`config.mk`:
```
export PLATFORM = sky130hd
export DESIGN_NAME = box_draw_arbiter
export DESIGN_NICKNAME = d
export VERILOG_FILES = /design/src/rtl/box_draw_arbiter.sv
export SDC_FILE = /design/constraint.sdc
export NUM_CORES = 1
export LEC_CHECK = 0
export CORE_MARGIN = 1
export CORE_UTILIZATION = 25
export CTS_CLUSTER_SIZE = 14
export DETAILED_ROUTE_END_ITERATION = 6
export GPL_TIMING_DRIVEN = 0
export PLACE_DENSITY = 0.62
export SLEW_MARGIN = 20
export SYNTH_ARGS = -nofsm -noshare
export SYNTH_HDL_FRONTEND = slang
export SYNTH_SLANG_ARGS = --single-unit
```
`constraint.sdc`:
```
create_clock -name clock -period 4.2 [get_ports clock]
set_input_delay 0.84 -clock clock [delete_from_list [all_inputs] [get_ports clock]]
set_output_delay 0.84 -clock clock [all_outputs]
set_load 0.005 [all_outputs]
```
`src/rtl/box_draw_arbiter.sv`:
```
// box_draw_arbiter
// Shares one box drawer between four box-descriptor sources (erase, left
// paddle, right paddle, ball). One descriptor is accepted at a time over
// per-requester valid/ready, then forwarded on a registered valid/ready
// master port. No new grant is issued until the drawer has taken the box and
// shown ready again.
//
// Ports:
//   clock, reset_n        clock, synchronous active-low reset
//   req_valid/req_ready   per-requester handshake (req_ready is combinational)
//   req_box_*             packed descriptors, requester i at [W*i +: W]
//   m_valid/m_ready       master handshake toward the box drawer
//   out_box_*             forwarded descriptor (registered)
//   grant_id              index of the requester last accepted
//   busy                  high while in SEND or WAIT
module box_draw_arbiter #(
  parameter int unsigned NUM_REQ     = 4,
  parameter int unsigned COORD_W     = 9,
  parameter int unsigned COLOR_W     = 3,
  parameter bit          HIGH_PRIO_0 = 1'b1
) (
  input  logic                       clock,
  input  logic                       reset_n,
  input  logic [NUM_REQ-1:0]         req_valid,
  output logic [NUM_REQ-1:0]         req_ready,
  input  logic [NUM_REQ*COORD_W-1:0] req_box_x,
  input  logic [NUM_REQ*COORD_W-1:0] req_box_y,
  input  logic [NUM_REQ*COORD_W-1:0] req_box_w,
  input  logic [NUM_REQ*COORD_W-1:0] req_box_h,
  input  logic [NUM_REQ*COLOR_W-1:0] req_box_color,
  output logic                       m_valid,
  input  logic                       m_ready,
  output logic [COORD_W-1:0]         out_box_x,
  output logic [COORD_W-1:0]         out_box_y,
  output logic [COORD_W-1:0]         out_box_w,
  output logic [COORD_W-1:0]         out_box_h,
  output logic [COLOR_W-1:0]         out_box_color,
  output logic [1:0]                 grant_id,
  output logic                       busy
);

  // Index width is fixed at 2 because the block is sized for four requesters;
  // the round-robin modulo relies on the natural 2-bit wrap.
  localparam int unsigned IDX_W = 2;

  localparam logic [1:0] S_IDLE = 2'd0;
  localparam logic [1:0] S_SEND = 2'd1;
  localparam logic [1:0] S_WAIT = 2'd2;

  logic [1:0]         state_q,      state_d;
  logic               m_valid_q,    m_valid_d;
  logic [COORD_W-1:0] x_q,          x_d;
  logic [COORD_W-1:0] y_q,          y_d;
  logic [COORD_W-1:0] w_q,          w_d;
  logic [COORD_W-1:0] h_q,          h_d;
  logic [COLOR_W-1:0] color_q,      color_d;
  logic [IDX_W-1:0]   grant_id_q,   grant_id_d;
  logic [IDX_W-1:0]   last_grant_q, last_grant_d;
  logic               busy_q,       busy_d;

  logic               win_found;
  logic [IDX_W-1:0]   win_idx;
  logic [IDX_W-1:0]   cand;

  // Winner selection: optional fixed priority for requester 0, otherwise
  // first valid index after the last grant.
  always_comb begin
    win_found = 1'b0;
    win_idx   = '0;
    cand      = '0;
    if (HIGH_PRIO_0 && req_valid[0]) begin
      win_found = 1'b1;
      win_idx   = '0;
    end else begin
      for (int unsigned k = 1; k <= NUM_REQ; k++) begin
        cand = last_grant_q + IDX_W'(k);
        if (!win_found && req_valid[cand]) begin
          win_found = 1'b1;
          win_idx   = cand;
        end
      end
    end
  end

  // Accept is offered only in IDLE, and only to the winner.
  always_comb begin
    req_ready = '0;
    if (state_q == S_IDLE && win_found) begin
      req_ready[win_idx] = 1'b1;
    end
  end

  // Next-state and registered-output logic.
  always_comb begin
    state_d      = state_q;
    m_valid_d    = m_valid_q;
    x_d          = x_q;
    y_d          = y_q;
    w_d          = w_q;
    h_d          = h_q;
    color_d      = color_q;
    grant_id_d   = grant_id_q;
    last_grant_d = last_grant_q;

    case (state_q)
      S_IDLE: begin
        if (win_found) begin
          for (int unsigned i = 0; i < NUM_REQ; i++) begin
            if (win_idx == IDX_W'(i)) begin
              x_d     = req_box_x[i*COORD_W +: COORD_W];
              y_d     = req_box_y[i*COORD_W +: COORD_W];
              w_d     = req_box_w[i*COORD_W +: COORD_W];
              h_d     = req_box_h[i*COORD_W +: COORD_W];
              color_d = req_box_color[i*COLOR_W +: COLOR_W];
            end
          end
          grant_id_d   = win_idx;
          last_grant_d = win_idx;
          m_valid_d    = 1'b1;
          state_d      = S_SEND;
        end
      end
      S_SEND: begin
        if (m_ready) begin
          m_valid_d = 1'b0;
          state_d   = S_WAIT;
        end
      end
      S_WAIT: begin
        // At least one cycle here covers the drawer's ready-deassert lag.
        if (m_ready) begin
          state_d = S_IDLE;
        end
      end
      default: begin
        m_valid_d = 1'b0;
        state_d   = S_IDLE;
      end
    endcase

    busy_d = (state_d != S_IDLE);
  end

  // State and output registers with synchronous active-low reset.
  always_ff @(posedge clock) begin
    if (!reset_n) begin
      state_q      <= S_IDLE;
      m_valid_q    <= 1'b0;
      x_q          <= '0;
      y_q          <= '0;
      w_q          <= '0;
      h_q          <= '0;
      color_q      <= '0;
      grant_id_q   <= '0;
      last_grant_q <= IDX_W'(NUM_REQ - 1);
      busy_q       <= 1'b0;
    end else begin
      state_q      <= state_d;
      m_valid_q    <= m_valid_d;
      x_q          <= x_d;
      y_q          <= y_d;
      w_q          <= w_d;
      h_q          <= h_d;
      color_q      <= color_d;
      grant_id_q   <= grant_id_d;
      last_grant_q <= last_grant_d;
      busy_q       <= busy_d;
    end
  end

  assign m_valid       = m_valid_q;
  assign out_box_x     = x_q;
  assign out_box_y     = y_q;
  assign out_box_w     = w_q;
  assign out_box_h     = h_q;
  assign out_box_color = color_q;
  assign grant_id      = grant_id_q;
  assign busy          = busy_q;

endmodule

```
## Yosys cells after proc, flatten, opt, wreduce, memory -nomap -nowiden

Index checks and enable logic that the tools add are counted.

- Bits in registers: 47
- Output and inout bits: 47
- Input port bits: 163
- Logic and storage cells: 93

- Bitwise operators: 1
- $lt $le $gt $ge: 6
- Add/subtract/negate cells: 3
- Reduce and logical (&&, ||, !) cells: 15
- Mux-type cells: 51
- Equality and inequality tests: 7

Operators with widths:

| cell | number |
|---|---|
| $mux 9 | 16 |
| $mux 2 | 8 |
| $lt 2x3->1 const B | 5 |
| $mux 1 | 15 |
| $mux 3 | 4 |
| $bmux 1 s2 | 4 |
| $eq 2x2->1 const B | 3 |
| $pmux 2 s3 | 1 |
| $reduce_and 3->1 | 2 |
| $logic_and 1x1->1 | 5 |
| $add 2x2->2 const B | 2 |
| $eq 2x1->1 const B | 2 |
| $logic_not 2->1 | 2 |
| $mux 4 | 1 |
| $ne 2x2->1 const B | 2 |
| $reduce_bool 4->1 | 1 |
| $logic_not 1->1 | 3 |
| $pmux 1 s3 | 1 |
| $add 2x1->2 const B | 1 |
| $demux 1 s2 | 1 |
| $ge 2x1->1 const B | 1 |
| $reduce_and 2->1 | 1 |
| $reduce_bool 2->1 | 1 |
| $not 1->1 | 1 |

## Depth between registers and ports, before layout

- Depth after elaboration: 22
- Depth in mapped cells: 8
- Mapped depth without buffers: 5

## Worst setup path after synthesis

Ideal clock, no wire load.

- Path kind: input to output
- From: input port req_valid[1]
- To: output port req_ready[2]
- Required time: 3.360 ns
- Path slack: 1.417 ns
- Buffers on the path: 3
- Cell stages on the path: 6
- Arrival time: 1.943 ns
- Path through: buf_2 nor4_2 or3_1 buf_4 buf_2 nor3_1

- Longest elaborated chain between the ends: 21
- Elaborated cells on any way between the ends: 34
- Classes of those cells: order compare: 2; mux: 24; reduce/logical: 8

RTL lines:

| what | line | text |
|---|---|---|
| start, declared | 24 | `input logic [NUM_REQ-1:0] req_valid,` |
| $bmux 1 s2 | 77 | `if (!win_found && req_valid[cand]) begin` |
| $mux 1 (not written as such) | 77 |  |
| $mux 1 | 77 |  |
| $mux 1 | 71 | `if (HIGH_PRIO_0 && req_valid[0]) begin` |
| $logic_not 1->1 | 77 |  |
| $logic_and 1x1->1 | 77 |  |
| $mux 1 | 77 |  |
| $mux 1 | 71 |  |
| (+5 left out) | - |  |
| $logic_and 1x1->1 | 77 |  |
| $mux 2 | 77 |  |
| $mux 2 | 71 |  |
| $lt 2x3->1 (not written as such) or $ge 2x1->1 (tied branches) | 89 | `req_ready[win_idx] = 1'b1;` |
| $logic_and 1x1->1 (not written as such) | 89 |  |
| $mux 1 (not written as such) | 89 |  |
| $demux 1 s2 | 89 |  |
| $mux 4 (*) | 88 | `if (state_q == S_IDLE && win_found) begin` |
| end, declared | 25 | `output logic [NUM_REQ-1:0] req_ready,` |

Mark *: on every way between the ends. The rest lies on a longest branch, timed or not. The select of a mux whose other input is x is not followed.

## Final worst setup path

- From: input port req_valid[0]
- To: output port req_ready[2]

Same word-level chain as after synthesis.

==> impl_results.md <==
- Run status: finished, violations left
- Failing checks: DRC
- Slew margin rel.: around three fifths
- Register area share after synthesis: a little under a third
- Longest Clk Path Bufs: 2
- First-pass GRT wire length: 19,400 µm
- Maxcap violations: 0
- Vias in the first global route: around 3,800
- Worst-Margin Slew: 0.625 ns
- Main synth FF type: dfxtp_1
- Core Rows: 39
- Post-CTS resize count: 0
- Placeable Area: roughly 0.012 mm²
- Final hold viol count: 0
- Clock Sink Count: 47
- Hpwl dp: ~9500 µm
- Area leader, netlist: dfxtp_1
- Initial core utilization: 26.0%
- Fmax: 254 MHz
- Final setup TNS: 0 ns
- Post-Syn Area per Cell: ~8.2 µm²
- PwrDens: about 280 mW/mm²
- Setup crit end kind: output pin
- TritonCTS clock tree: built
- Largest vdd supply drop: 137 µV
- Tot Pwr: about 0.0015 W
- Die W: around 110 µm
- Die Span Y: between 100 and 150 µm
- Initial antenna violation count: 1
- Part of the power in registers: between 30% and 40%
- Pleak: ~2.1 nW
- Share of cells above drive strength 1: ~5.3%
- Sw power: 0.000443 W
- Hold/Removal Path Class: reg2reg
- Final period utilization: between 90% and 100%
- Post-route DRC: 34
- Cell with the most instances after synthesis: nand2_1
- Clock network fraction of design power: about 26%
- Max stage delay on crit path: approximately 0.58 ns
- I/O Buffers: 207
- Async SR Flop Fraction: 0%
- Root Buffer: clkbuf_16
- GRT overflow: 0
- Post-synth top area share: 31.3%
- Critical Path RT: between 3 and 4 ns
- Syn_nets: ~530
- Drt total wl: 12,400 µm
- Number of synthesized flops with an enable pin: 0
- CP Launch Type: input port
- Sw Ratio: 29.3%
- Maximum fanout along the worst path: 10
- Final setup fails: 0
- Layout Skew: approximately 0.0074 ns
- Synth top cells by count: nand2_1 (87), dfxtp_1 (47), nor2_1 (45)
- Vias: around 3,700
- WL/cell: roughly 17 µm
- #FFs+latches synth: 47
- Yosys cell types: 31
- Slowest CP cell: clkdlybuf4s50_1
- WS Path Type: in2out
- Initial drt markers: 116
- Placed Area: 0.00526 mm²
- Final core utilization: 46.7%
- Finished Cell Area: about 0.0054 mm²
- Most frequent CP cell: clkdlybuf4s50_1
- CP Data Arrival Time: 3.10 ns
- Largest net degree at the start of global routing: 14
- Placer Congestion: 0.808
- Final net count: 742
- Internal: ~0.0011 W
- Combinational cell fraction of total power: a little under two fifths
- I/O pins: 210
- DRT antenna net count: 0
- Crit path cell chain: clkdlybuf4s50_1, nor4_2, or3_1, buf_4, buf_2, nor3_1, clkdlybuf4s50_1
- Synthesized area: ~0.003 mm²
- Layout area overhead: 79.6%
- H-tree Lvls: 2
- Post-CTS Setup Bufs: 0
- Cts-stage hold buffer count: 0
- Cells after Synth: ~370
- Period minus WS final: 3.94 ns
- DIE AREA: approximately 0.012 mm²
- Filler Cell Count: ~1,200
- Max-slew violation count: 0
- RSZ-0062 raised after global routing: false
- Drt via density: between 5 and 6
- GRT Total Usage: between 10% and 20%
- Clock Latency Late Sink: about 0.29 ns
- CTS clk-pin slew, worst paths: 0.07 ns
- Largest cells by area after synthesis: dfxtp_1 (31%), o2111a_1 (15%), mux2i_1 (13%)
- Cts bufs inserted: 5
- Ys Warns: 0
- 1st-pass router iterations: 6
-- worst paths after layout --
path	startpoint	depth (start not counted)	slack, ns	to
max	req_valid[0]	7	0.26	req_ready[2]
min	grant_id[0]	2	0.46	grant_id[0]
max reg2reg	last_grant_q[1]	7	2.28	out_box_x[1]
min reg2reg	grant_id[0]	2	0.46	grant_id[0]
-- worst max-delay path: cells and delay by family --
kind                   cells  cell delay [ns]
and+or+nand+nor            3             0.73
buffers and inverters      4             1.53
-- kinds of logic (layout without fill, tap and decap cells) --
family          count (synthesis)  in the layout  synth area share, %
other cells                     0              1                    0
flops                          47             47                 31.3
mux                            39             39                 13.0
buf+inv                        39            254                 6.12
compound gates                 92             92                 29.4
simple gates                  148            148                 20.1
-- layer usage --
| layer | part of all wire [%] | GRT usage (%) |
|---|---|---|
| met1 | 42 | 22.6 |
| met2 | 48 | 34.7 |
| met5 | 0 | 0 |
| met4 | 1.3 | 5.50 |
| met3 | 8.7 | 5.33 |
-- metrics by stage --
stage	hold slack (ns)	std cells	setup slack (ns)
3_5_place_dp	0.450	715	0.241
5_1_grt	0.482	723	0.0981
2_1_floorplan	0.451	365	1.42
4_1_cts	0.459	723	0.239
6_report	0.458	724	0.259
3_3_place_gp	0.449	715	0.249
-- final cells by class --
type,instances,area (µm²),share of cell area [%]
clock buffers,7,133,2.46
repair buffers,207,2070,38.4
flip-flops and latches,47,941,17.4
multi-input cells,279,1880,34.8
clock inverters,1,5.00,0.0928
plain buffers,35,169,3.13
diodes,1,2.50,0.0464
inverters,4,15.0,0.278
well taps,143,179,3.32
-- flip-flops by register name, summed over array words and instances, names as in the netlist --
| signal | count |
|---|---|
| state_q | 2 |
| m_valid | 1 |
| out_box_h | 9 |
| last_grant_q | 2 |
| grant_id | 2 |
| out_box_color | 3 |
| out_box_y | 9 |
| out_box_x | 9 |
| busy | 1 |
| out_box_w | 9 |
-- power by group through the flow --
stage	registers, W	logic (W)	clock network, W
CTS	0.000543	0.000585	0.000407
global placement	0.000550	0.000576	0
global route	0.000550	0.000628	0.000424
floorplan	0.000549	0.000250	0
finish	0.000543	0.000578	0.000392
detailed placement	0.000553	0.000582	0
-- cell usage in the layout, fill, tap and decap left out, types with 2 or more instances in the layout --
master	synthesis	routed
clkbuf_1	14	16
nor2b_1	2	2
a21boi_1	2	2
mux2i_1	39	39
nand2_1	87	87
buf_4	5	5
clkdlybuf4s50_1	0	207
o2111a_1	39	39
o221ai_1	40	40
buf_2	15	15
a21oi_1	4	4
nand3_1	3	3
inv_1	4	4
nor2_1	45	45
dfxtp_1	47	47
o21ai_0	2	2
nand3b_1	2	2
clkbuf_16	0	5
No activity file was read; power rests on OpenSTA's default activity.
